--- src/rtl/conbus_qos_arb.sv ---
// conbus_qos_arb: seven-master round-robin bus arbiter with a per-grant
// quantum. A master that keeps requesting past its quantum while others
// wait is preempted, unless its transfer is still in flight.
module conbus_qos_arb #(
  parameter int unsigned QUANTUM = 16
) (
  input  logic       sys_clk,
  input  logic       sys_rst_n,
  input  logic [6:0] req,
  input  logic [6:0] mask,
  input  logic       busy,
  output logic [6:0] gnt,
  output logic [2:0] gnt_idx,
  output logic       preempt
);

  // With QUANTUM=0 preemption is off, so the counter only needs a
  // harmless ceiling; 8'hFF keeps it from wrapping.
  localparam logic [7:0] CNT_SAT    = (QUANTUM == 0) ? 8'hFF : 8'(QUANTUM - 1);
  localparam bit         PREEMPT_EN = (QUANTUM != 0);

  // What the arbiter decides to do on the coming edge.
  typedef enum logic [1:0] {
    DEC_HOLD    = 2'd0,
    DEC_RELEASE = 2'd1,
    DEC_EXPIRE  = 2'd2
  } decision_e;

  logic [2:0] curIdx_q, curIdx_d;
  logic [6:0] gnt_q, gnt_d;
  logic [7:0] cnt_q, cnt_d;
  logic       preempt_q, preempt_d;

  logic [6:0] ereq;
  logic       curReq;
  logic       othersReq;
  logic       expired;
  logic [2:0] nextIdx;
  logic       found;
  logic [3:0] cand;
  decision_e  decision;

  // Masked requests are the only view of the request lines the arbiter uses.
  always_comb begin
    ereq      = req & ~mask;
    curReq    = ereq[curIdx_q];
    othersReq = |(ereq & ~gnt_q);
    expired   = PREEMPT_EN && curReq && (cnt_q == CNT_SAT) && othersReq && !busy;
  end

  // Round-robin search starting just after the current owner, wrapping mod 7.
  always_comb begin
    nextIdx = curIdx_q;
    found   = 1'b0;
    cand    = 4'd0;
    for (int i = 1; i < 7; i++) begin
      cand = {1'b0, curIdx_q} + 4'(i);
      if (cand >= 4'd7) begin
        cand = cand - 4'd7;
      end
      if (!found && ereq[cand[2:0]]) begin
        nextIdx = cand[2:0];
        found   = 1'b1;
      end
    end
  end

  // A dropped (or masked) request wins over quantum expiry; otherwise hold.
  always_comb begin
    decision = DEC_HOLD;
    if (!curReq && othersReq) begin
      decision = DEC_RELEASE;
    end else if (expired) begin
      decision = DEC_EXPIRE;
    end
  end

  // Next-state: move the grant on a switch decision, else count held cycles.
  always_comb begin
    curIdx_d  = curIdx_q;
    gnt_d     = gnt_q;
    cnt_d     = cnt_q;
    preempt_d = 1'b0;
    case (decision)
      DEC_RELEASE, DEC_EXPIRE: begin
        curIdx_d  = nextIdx;
        gnt_d     = 7'(7'b1 << nextIdx);
        cnt_d     = 8'd0;
        preempt_d = (decision == DEC_EXPIRE);
      end
      default: begin
        if (curReq && (cnt_q != CNT_SAT)) begin
          cnt_d = cnt_q + 8'd1;
        end
      end
    endcase
  end

  // State register; reset parks the grant on master 0 and drops any pending preemption.
  always_ff @(posedge sys_clk or negedge sys_rst_n) begin
    if (!sys_rst_n) begin
      curIdx_q  <= 3'd0;
      gnt_q     <= 7'b0000001;
      cnt_q     <= 8'd0;
      preempt_q <= 1'b0;
    end else begin
      curIdx_q  <= curIdx_d;
      gnt_q     <= gnt_d;
      cnt_q     <= cnt_d;
      preempt_q <= preempt_d;
    end
  end

  assign gnt     = gnt_q;
  assign gnt_idx = curIdx_q;
  assign preempt = preempt_q;

endmodule

--- config.mk ---
export PLATFORM = sky130hd
export DESIGN_NAME = conbus_qos_arb
export DESIGN_NICKNAME = d
export VERILOG_FILES = /design/src/rtl/conbus_qos_arb.sv
export SDC_FILE = /design/constraint.sdc
export NUM_CORES = 1
export LEC_CHECK = 0
export ABC_AREA = 1
export ABC_CLOCK_PERIOD_IN_PS = 6600
export CORE_MARGIN = 8
export CORE_UTILIZATION = 35
export DETAILED_ROUTE_END_ITERATION = 8
export GPL_TIMING_DRIVEN = 1
export PLACE_DENSITY = 0.6
export SETUP_SLACK_MARGIN = 0.2
export SLEW_MARGIN = 20
export SYNTH_ARGS = -nofsm -noshare
export SYNTH_HDL_FRONTEND = slang
export SYNTH_SLANG_ARGS = --single-unit
--- constraint.sdc ---
create_clock -name sys_clk -period 6.6 [get_ports sys_clk]
set_input_delay 1.65 -clock sys_clk [delete_from_list [all_inputs] [get_ports sys_clk]]
set_output_delay 1.65 -clock sys_clk [all_outputs]
set_load 0.01 [all_outputs]
==> flow_summary.ini <==
[finish]
nFillCells = 662
layout_common_cells = nand2_1, inv_1, nand3_1, clkdlybuf4s50_1, nor2_1
syn_to_final_growth_pct = 16.50
design.final.nets = 429
drive_above_1_share_pct = 7.250
layout_commonest_cell = nand2_1
ff_latch_area_um2 = 476.7
multiInputGateArea_mm2 = 0.001510
antenna_cells = 0

[sta]
setup_viol = 0
worst_slew_margin_rel_pct = 43.20
final-hold-violation-count = 0
worstMarginPinSlew_ns = 0.8521
drv_slew = 0
period_minus_slack_ns = 3.952
post-route-period-util_pct = 59.88
setup_tns_ns = 0
grt_setup_unrepaired = no
fmaxAchievable_mhz = 253.0
finClkSkew_ns = 0.003087

[detailed_routing]
drt_iter0_drc = 186
vias_per_cell = 5.063
firstDrtPassIters = 5
ant_nets = 0
routed_wl_um = 6290
routedWlPerCell_um = 13.19
drc = 0
vias = 2415

[floorplanning]
die_w_um = 95.95
core_area_mm2 = 0.006277
io_pins = 28
die_area_mm2 = 0.009206
start_util_pct = 35.64
fp.dieH_um = 95.95
rows = 29

[critical_path]
cp_slowest_cell = clkdlybuf4s50_1
critPathLaunchType = primary input
max_stage_delay_ns = 0.45
rr_worst_depth = 22
cpMostUsedCell = nor2_1
r2r_slack_ns = 3.06
crit_chain = clkdlybuf4s50_1 -> inv_1 -> nor2_1 -> inv_1 -> nand2_1 -> o21ai_0 -> o21ai_0 -> o21ai_1 -> nor2_1 -> nand3b_1 -> nor2_1 -> nand2_1 -> inv_1 -> nand3_1 -> nand2_1 -> nor2_1
end_kind = flop
cpLargestDelayFamily = simple AND/OR/NAND/NOR gates
worst-path-buf-inv = 4
worstSetupPathDepth = 16
startpoint = req[4]
critPathRequiredTime_ns = 6.73
r2r_start = gnt_idx[0]$_DFFE_PN0N_
cp_data_arrival_time_ns = 4.08
critPathKind = primary input to flop
path_max_fanout = 7

[clocking]
cts_tree = done
clock_latency_ns = 0.26
h-tree-depth = 1
cts_hold_buffers = 0
cts_setup_buffers = 0
cts_buffers = 3
root_buffer = clkbuf_8
cts_resized = 0
clk_path_buf_depth = 2
path_clk_slew_ns = 0.07
clkSinkCount = 19

[synth]
yosysSeqAreaShare_pct = 21.31
ys_async_sr_fraction_pct = 100.0
syn_nets = 402
synth_simple_gate_area_share_pct = 46.87
synth_ff_type = dfrtp_1
synth_top_area_share_pct = 22.82
ys_ff_latch = 19
yosysWarnings = 0
synth_fa_ha_area_share_pct = 6.488
syn-instance-count = 374
synth_compound_area_share_pct = 12.98
synth_mux_area_share_pct = 0
synth_edf_count = 0
synth_top_cell_by_area = nand2_1
synth-xor-area-share_pct = 1.174
synth_top_family_by_area = simple AND/OR/NAND/NOR gates
synth_cell_types = 34
synth.avg_cell_area_um2 = 5.982
synth_area_mm2 = 0.002237
synth_area_leaders = nand2_1, dfrtp_1, nand3_1

[hold_path]
hold_depth = 2
min_path_type = flop to flop
worstHoldStart = gnt[0]$_DFFE_PN1N_

[run_status]
outcome = completed

[global_routing]
grt_pass1_wl_um = 10450
antenna_found_initial = 0
grt_pass1_vias = 2266
grt-ovfl-total = 0
grt_usage_pct = 14.05
grt_max_degree = 22

[place]
numPortBuffers = 27
hpwlAfterDp_um = 5029
routabilityCongestion = 0.9314

[run]
maxCapViolations = 0
[area by class of cell]
cell class | count | area share [%]
clock buffers | 4 | 1.728
inverters | 54 | 7.969
multi-input cells | 296 | 57.95
flip-flops and latches | 19 | 18.29
well taps | 77 | 3.697
repair buffers | 27 | 10.37
[registers in the layout, summed over array words and instances (netlist names)]
register and count:
cnt_q 8, gnt 7, gnt_idx 3, preempt 1
[worst reg2reg max path: stages, from the launching register on]
cell     delay, ns
dfrtp_1       0.90
ha_1          0.29
inv_1         0.05
fa_1          0.47
inv_1         0.11
nand2_1       0.07
nand2_1       0.15
nand2_1       0.07
nand3_1       0.10
nand3_1       0.07
nand2_1       0.14
nand2_4       0.09
inv_2         0.11
nand2_1       0.10
nand3_1       0.10
nand3_1       0.09
nand2_1       0.07
nand2_1       0.05
nand2_2       0.10
nand2_1       0.09
inv_1         0.12
nand2_1       0.07
nand2_1       0.07
[layer usage]
metal | track usage [%] | up-vias | wire [um]
met5 | 0 | - | 0
li1 | - | 1260 | -
met3 | 1.404 | 13 | 252
met4 | 5.378 | 0 | 121
met2 | 24.86 | 61 | 3186
met1 | 17.08 | 1081 | 2730
[cell usage after synthesis, types with 2 or more instances]
cell type / instances
o22ai_1: 3
nand3b_1: 2
nand2_2: 7
inv_1: 47
nand2_1: 136
inv_2: 4
nor3_1: 3
ha_1: 10
o211ai_1: 8
nand2_4: 3
nand4_1: 7
a21oi_1: 13
dfrtp_1: 18
o21bai_1: 4
buf_6: 3
nor2_1: 24
nand3_2: 4
nor2_4: 2
nor2_2: 2
o21ai_1: 5
xor2_1: 2
clkinv_1: 2
nand3_1: 39
o21ai_0: 16
[metrics by stage]
step	hold slack (ns)	utilization (%)	setup slack (ns)	std cells	cell area [um^2]
final	0.5014	41.52	2.648	477	2606
after floorplan	0.4798	-	3.352	374	2237
after detailed placement	0.4942	40.80	2.404	473	2561
after global placement	0.4875	40.80	2.385	473	2561
after CTS	0.5050	41.52	2.668	477	2606
after global routing	0.5346	41.52	2.358	477	2606
[final timing paths]
kind,end
setup / recovery,cnt_q[7]$_DFFE_PN0P_
hold / removal,gnt[0]$_DFFE_PN1N_
setup reg to reg,gnt[0]$_DFFE_PN1N_
hold reg to reg,gnt[0]$_DFFE_PN1N_
max in group asynchronous,cnt_q[5]$_DFFE_PN0P_
min in group asynchronous,cnt_q[0]$_DFFE_PN0P_
[kinds of logic (layout without fill, tap and decap cells)]
kind of cell / Yosys count / count (layout)
fa+ha+maj: 11 / 11
compound gates: 50 / 50
buf+inv: 59 / 85
simple gates: 232 / 232
xor+xnor: 3 / 3
flops: 19 / 19
Power is left out: the tool's default activity adds up to more than one toggle a clock period on the data nets, which glitch-free logic cannot reach.
